===== config.mk =====
export PLATFORM = sky130hd
export DESIGN_NAME = mux2_rr_arbiter
export DESIGN_NICKNAME = d
export VERILOG_FILES = /design/src/rtl/mux2_rr_arbiter.sv
export SDC_FILE = /design/constraint.sdc
export NUM_CORES = 1
export LEC_CHECK = 0
export CAP_MARGIN = 40
export CORE_ASPECT_RATIO = 0.9
export CORE_UTILIZATION = 43
export DETAILED_ROUTE_END_ITERATION = 10
export GPL_ROUTABILITY_DRIVEN = 1
export PLACE_DENSITY = 0.84
export SLEW_MARGIN = 25
export SYNTH_ARGS = -nofsm -noshare
export SYNTH_HDL_FRONTEND = slang
export SYNTH_SLANG_ARGS = --single-unit
export TNS_END_PERCENT = 10

===== constraint.sdc =====
create_clock -name i_clk -period 1.8 [get_ports i_clk]
set_input_delay 0.27 -clock i_clk [delete_from_list [all_inputs] [get_ports i_clk]]
set_output_delay 0.27 -clock i_clk [all_outputs]
set_load 0.005 [all_outputs]

===== src/rtl/mux2_rr_arbiter.sv =====
// Two-source round-robin arbiter feeding a one-entry registered output stage.
// Drives the select of the downstream mux2to1 and counts accepted transfers per source.

module mux2to1 #(
    parameter int unsigned DATA_WIDTH = 8
) (
    input  logic                  i_sel,
    input  logic [DATA_WIDTH-1:0] i_a,
    input  logic [DATA_WIDTH-1:0] i_b,
    output logic [DATA_WIDTH-1:0] o_y
);
    assign o_y = i_sel ? i_b : i_a;
endmodule

module mux2_rr_arbiter #(
    parameter int unsigned DATA_WIDTH = 8,
    parameter int unsigned CNT_WIDTH  = 8
) (
    input  logic                  i_clk,
    input  logic                  i_rst,
    input  logic                  i_a_valid,
    input  logic [DATA_WIDTH-1:0] i_a_data,
    output logic                  o_a_ready,
    input  logic                  i_b_valid,
    input  logic [DATA_WIDTH-1:0] i_b_data,
    output logic                  o_b_ready,
    output logic                  o_sel,
    output logic                  o_valid,
    output logic [DATA_WIDTH-1:0] o_data,
    output logic                  o_src,
    input  logic                  i_ready,
    output logic [CNT_WIDTH-1:0]  o_cnt_a,
    output logic [CNT_WIDTH-1:0]  o_cnt_b
);
    logic                  w_load_en;
    logic                  w_gnt_a;
    logic                  w_gnt_b;
    logic                  w_sel;
    logic                  w_acc_a;
    logic                  w_acc_b;
    logic [DATA_WIDTH-1:0] w_mux;

    logic                  r_prio;
    logic                  r_sel;
    logic                  r_valid;
    logic                  r_src;
    logic [DATA_WIDTH-1:0] r_data;
    logic [CNT_WIDTH-1:0]  r_cnt_a;
    logic [CNT_WIDTH-1:0]  r_cnt_b;

    assign w_load_en = !r_valid || i_ready;

    // Grant from the valids; prio only breaks ties.
    always_comb begin
        w_gnt_a = 1'b0;
        w_gnt_b = 1'b0;
        case ({i_a_valid, i_b_valid})
            2'b10: w_gnt_a = 1'b1;
            2'b01: w_gnt_b = 1'b1;
            2'b11: begin
                if (r_prio) begin
                    w_gnt_b = 1'b1;
                end else begin
                    w_gnt_a = 1'b1;
                end
            end
            default: begin
                w_gnt_a = 1'b0;
                w_gnt_b = 1'b0;
            end
        endcase
    end

    // Select follows the live grant; with no grant it replays the last one.
    always_comb begin
        w_sel = 1'b0;
        if (i_rst) begin
            w_sel = 1'b0;
        end else if (w_gnt_a || w_gnt_b) begin
            w_sel = w_gnt_b;
        end else begin
            w_sel = r_sel;
        end
    end

    assign o_a_ready = !i_rst && w_load_en && w_gnt_a;
    assign o_b_ready = !i_rst && w_load_en && w_gnt_b;
    assign w_acc_a   = o_a_ready && i_a_valid;
    assign w_acc_b   = o_b_ready && i_b_valid;
    assign o_sel     = w_sel;

    mux2to1 #(
        .DATA_WIDTH(DATA_WIDTH)
    ) u_mux (
        .i_sel (w_sel),
        .i_a   (i_a_data),
        .i_b   (i_b_data),
        .o_y   (w_mux)
    );

    // Output register, arbitration pointer and per-source counters.
    always_ff @(posedge i_clk) begin
        if (i_rst) begin
            r_prio  <= 1'b0;
            r_sel   <= 1'b0;
            r_valid <= 1'b0;
            r_src   <= 1'b0;
            r_data  <= {DATA_WIDTH{1'b0}};
            r_cnt_a <= {CNT_WIDTH{1'b0}};
            r_cnt_b <= {CNT_WIDTH{1'b0}};
        end else begin
            if (w_gnt_a || w_gnt_b) begin
                r_sel <= w_gnt_b;
            end
            if (w_acc_a || w_acc_b) begin
                r_data  <= w_mux;
                r_src   <= w_acc_b;
                r_valid <= 1'b1;
                // Rotate to the other source even if it is idle.
                r_prio  <= w_acc_a;
            end else if (r_valid && i_ready) begin
                r_valid <= 1'b0;
            end
            if (w_acc_a) begin
                r_cnt_a <= r_cnt_a + {{(CNT_WIDTH-1){1'b0}}, 1'b1};
            end
            if (w_acc_b) begin
                r_cnt_b <= r_cnt_b + {{(CNT_WIDTH-1){1'b0}}, 1'b1};
            end
        end
    end

    assign o_valid = r_valid;
    assign o_data  = r_data;
    assign o_src   = r_src;
    assign o_cnt_a = r_cnt_a;
    assign o_cnt_b = r_cnt_b;

endmodule


# --- Word level (Yosys, flattened, before mapping) ---
# Cells that the tools add are included.
classes:
  mux: 9
  reduce_logical: 12
  eq_ne: 3
  add_sub_neg: 2
op_table:
  columns: ["cell", "count"]
  rows:
  - ["adder 8 x 1 -> 8 bit, second input constant", 2]
  - ["2-to-1 mux 8 bit", 1]
  - ["logical AND 1 bit", 6]
  - ["2-to-1 mux 1 bit", 6]
  - ["equality test 2 bit, second input constant", 2]
  - ["one-hot mux 1 bit (2 select lines)", 2]
  - ["logical OR 1 bit", 3]
  - ["equality test 2 x 1 -> 1 bit, second input constant", 1]
  - ["logical NOT 1 bit", 2]
  - ["nonzero test 2 bit", 1]
word_totals:
  out_inout_bits: 29
  register_bits: 28
  in_bits: 21

# --- Depth between registers and ports, before layout ---
depth:
  ltp_word: 7
  depth_mapped: 6

# --- Hierarchy ---
# A second synthesis with hierarchy kept.
hier_totals:
  hier_cells: 134
  hier_area_um2: 1318.8
modules_own_cells:
  columns: ["mod", "cells_per_inst", "seq_area_each_um2", "area_per_inst_um2", "instances"]
  rows:
  - ["mux2_rr_arbiter", 125, 560.5, 1187.4, 1]
  - ["mux2to1", 9, 0.0, 131.4, 1]

# --- Worst setup path before layout ---
# OpenSTA, ideal clock, no wires.
synth_timing:
  path_type: "input-to-reg"
  start: "input i_b_valid"
  end: "register r_cnt_a[5] (netlist: o_cnt_a[5])"
  stages: 5
  arrival_ns: 1.311
  setup_time_ns: 0.123
  n_path_buf: 1
  required_time_ns: 1.677
  slack_ns: 0.366
  cell_sequence: "buf_6 > a21bo_4 > nor4_4 > nand4_1 > mux2_1"
synth_via:
  elab_chain_cells: 4
  elab_cells_between_ends: 5
  classes_between: "eq/ne (2); mux (1); reduce/logical (2)"
synth_rtl:
  columns: ["item", "line", "source"]
  rows:
  - ["start: declaration", "24", "input logic i_b_valid,"]
  - ["equality test 2 bit", "57", "case ({i_a_valid, i_b_valid})"]
  - ["one-hot mux 1 bit (2 select lines) (*)", "57", null]
  - ["logical AND 1 bit (*)", "86", "assign o_a_ready = !i_rst && w_load_en && w_gnt_a;"]
  - ["logical AND 1 bit (*)", "88", "assign w_acc_a = o_a_ready && i_a_valid;"]
  - ["end signal: assignment", "109", "r_cnt_a <= {CNT_WIDTH{1'b0}};"]
  - ["end signal: assignment", "125", "r_cnt_a <= r_cnt_a + {{(CNT_WIDTH-1){1'b0}}, 1'b1};"]
  - ["end: declaration", "48", "logic [CNT_WIDTH-1:0] r_cnt_a;"]
# Mark *: on every way between the ends. The rest lies on a longest branch, timed or not.
# A chain may end at the register's enable or synchronous reset.

# --- Final worst setup path ---
layout_timing:
  start: "register r_prio"
  end: "output o_sel"
layout_via:
  elab_chain_cells: 5
  elab_cells_between_ends: 7
  classes_between: "mux (6); reduce/logical (1)"
layout_rtl:
  columns: ["item", "line", "source"]
  rows:
  - ["start: declaration", "43", "logic r_prio;"]
  - ["start signal: assignment", "120", "r_prio <= w_acc_a;"]
  - ["2-to-1 mux 1 bit", "61", "if (r_prio) begin"]
  - ["one-hot mux 1 bit (2 select lines)", "57", null]
  - ["logical OR 1 bit", "79", "end else if (w_gnt_a || w_gnt_b) begin"]
  - ["2-to-1 mux 1 bit (*)", null, null]
  - ["2-to-1 mux 1 bit (*)", "77", "if (i_rst) begin"]
  - ["end: declaration", "27", "output logic o_sel,"]
# Marks and branches as above.

==> results.txt <==
Status - complete, no violations
Crit path kind - flip-flop to primary output
Iteration count of the initial detailed-routing pass - 4
Crit Path Max Fanout - 5
Vias in the first global route - 1279
Initial core utilization - 45.74%
Routability cong. - 0.8164
Drc violations - 0
Depth of the CTS H-tree - 1
P&R area growth vs syn - 56.12%
Min-delay worst type - primary input to flip-flop
Final Max Tran Viols - 0
Setup crit end kind - primary output
Sink Count - 28
First-pass GRT wire length - 5340 um
Cts bufs inserted - 3
Total die area - 3193 um2
Port Buf Inserts - 49
Fin nets - 241
Synthesized instance count - 148
DRT iter0 DRCs - 12
Worst Path Arrival - 1.37 ns
Height of the die - 53.71 um
Clock transition at path regs - 0.15 ns
Aggregate routed wire length - 3294 um
GR Util All Layers - 22.41%
Die width - 59.46 um
Post-Syn Area - 1277 um2
Peak supply drop - 377.9 uV
RSZ-0062 raised after global routing - no
Critical Path Source Type - flip-flop
Tmin final - 1.645 ns
GRT overflow - 0
Seq/Total Area, Yosys - 43.88%
Layout cells sized above 1 - 14.75%
Final Skew - 0.002200 ns
TritonCTS clock tree - built
Worst hold margin - 0.4479 ns
Post-synthesis net count - 171
Core Box Area - 2793 um2
Wire per inst - 12.82 um
Power Total - 1.238 mW
Post-route clock period utilization - 91.38%
Setup violations, final - 0
Warnings, synthesis - 0
Worst slew margin relative to its limit - 81.25%
FMAX - 0.6080 GHz
DR vias/cell - 5.062
Clk buf depth - 2
Total negative slack - 0 ns
Antenna cells - 0
Clock latency on the worst-skew pair - 0.32 ns
CTS root buf - clkbuf_4
Syn Area/Cell - 8.632 um2
Detail Route Antenna Nets - 0
Hold depth - 3
Post-synthesis register bit count - 28
FP Rows - 18
Synth cell types - 33
Pwr dens - 620.9 nW/um2
Via count - 1301
LEAKAGE - 0.7957 nW
Critical path data required time - 1.53 ns
HPWL after DPL - 2523 um
Reg2reg path depth - 5
# IOs - 50
Post-CTS Hold Buffers - 0
Initial antenna violation count - 0
Largest net degree at the start of global routing - 17
Fillers - 240
Final Hold Viols - 0
Slew at the pin closest to its max-slew limit - 0.2813 ns
Max-cap viol count - 0
==> layer usage <==
layer	GRT usage (%)	wire length [um]	part of all wire, %	vias up
met4	9.127	27	0.82	0
met3	4.808	137	4.2	2
met5	0	0	0	-
met1	25.48	1436	44	610
li1	-	-	-	656
met2	40.82	1693	51	33
==> cells in the mapped netlist, drive strengths merged <==
| master | number | area, um2 |
|---|---|---|
| a21bo | 1 | 16.27 |
| a21boi | 1 | 7.510 |
| a21oi | 8 | 40.04 |
| a311oi | 9 | 78.83 |
| and2b | 1 | 7.510 |
| and3 | 1 | 6.260 |
| buf | 5 | 31.28 |
| clkbuf | 1 | 3.750 |
| dfxtp | 28 | 560.5 |
| ha | 2 | 25.02 |
| inv | 2 | 7.510 |
| mux2 | 2 | 22.52 |
| mux2i | 4 | 40.04 |
| nand2 | 27 | 101.4 |
| nand2b | 1 | 6.260 |
| nand3 | 1 | 5.000 |
| nand4 | 7 | 43.79 |
| nand4bb | 1 | 11.26 |
| nor2 | 24 | 90.09 |
| nor2b | 2 | 12.51 |
| nor3 | 2 | 26.28 |
| nor4 | 1 | 21.27 |
| o21ai | 6 | 30.02 |
| or2b | 1 | 7.510 |
| or3 | 5 | 31.28 |
| xnor2 | 1 | 8.760 |
| xor2 | 4 | 35.03 |
==> final cells by class <==
type | count | area [um2] | area share, %
multi-input combinational | 112 | 674.4 | 33.81
sequential | 28 | 561.8 | 28.17
inverter | 2 | 7.507 | 0.3764
tap | 40 | 50.05 | 2.509
timing repair buffer | 71 | 664.4 | 33.31
clock buffer | 4 | 36.28 | 1.819
==> worst paths after layout <==
path,from,end,slack [ns]
min,i_b_valid,r_prio,0.45
max reg2reg,r_prio,o_cnt_a[5],0.24
min reg2reg,o_src,o_src,0.46
max,r_prio,o_sel,0.16
==> kinds of logic after synthesis <==
family          count (synthesis)  share of synthesized area, %
compound gates                 25                         13.52
xor+xnor                        5                         3.428
fa+ha+maj                       2                         1.959
buf+inv                         8                         3.330
flops                          28                         43.88
mux                             6                         4.897
simple gates                   74                         28.99
==> through the flow <==
| step | utilization (%) | cells | worst slack [ns] | instance area, um2 |
|---|---|---|---|---|
| after detailed placement | 70.21 | 253 | -0.2255 | 1961 |
| after floorplan | - | 148 | 0.3657 | 1277 |
| after global placement | 70.21 | 253 | -0.1725 | 1961 |
| after global routing | 71.42 | 257 | 0.08935 | 1994 |
| final | 71.42 | 257 | 0.1552 | 1994 |
| after CTS | 71.42 | 257 | 0.1474 | 1994 |
==> flip-flops by register name, indices dropped and copies added (netlist names) <==
| register | count |
|---|---|
| r_prio | 1 |
| o_cnt_a | 8 |
| o_data | 8 |
| r_sel | 1 |
| o_valid | 1 |
| o_cnt_b | 8 |
| o_src | 1 |
==> cell usage in the layout (no fill, tap or decap), types with 2 or more instances in the layout <==
master           synthesis  final
a21oi_1                  8      8
a311oi_1                 9      9
buf_4                    1     20
clkbuf_4                 0      3
clkdlybuf4s50_1          0     43
dfxtp_1                 28     27
dlygate4sd2_1            0      6
ha_1                     2      2
inv_1                    2      2
mux2i_1                  4      4
nand2_1                 27     27
nand4_1                  7      7
nor2_1                  24     24
nor2b_1                  2      2
o21ai_0                  5      5
or3_1                    5      5
xor2_1                   4      4
==> worst max-delay path, stage by stage (launching register included) <==
cell and delay (ns):
dfxtp_2 0.38, a21bo_4 0.22, o21ai_1 0.10, nor2_1 0.08
dlygate4sd2_1 0.29
==> power by group <==
part / switching [mW] / leakage, nW / internal [mW]
combinational: 0.105 / 0.546 / 0.154
clock: 0.186 / 0.0210 / 0.124
sequential: 0.0214 / 0.229 / 0.649
==> what timing repair did <==
| action | 4_1_cts | 5_1_grt |
|---|---|---|
| endpoints found under the hold margin | 0 | 0 |
| gates resized for setup | 8 | 0 |
| setup endpoints to repair | 3 | 0 |
| setup buffers | 0 | 0 |
No activity file was read; power rests on OpenSTA's default activity.
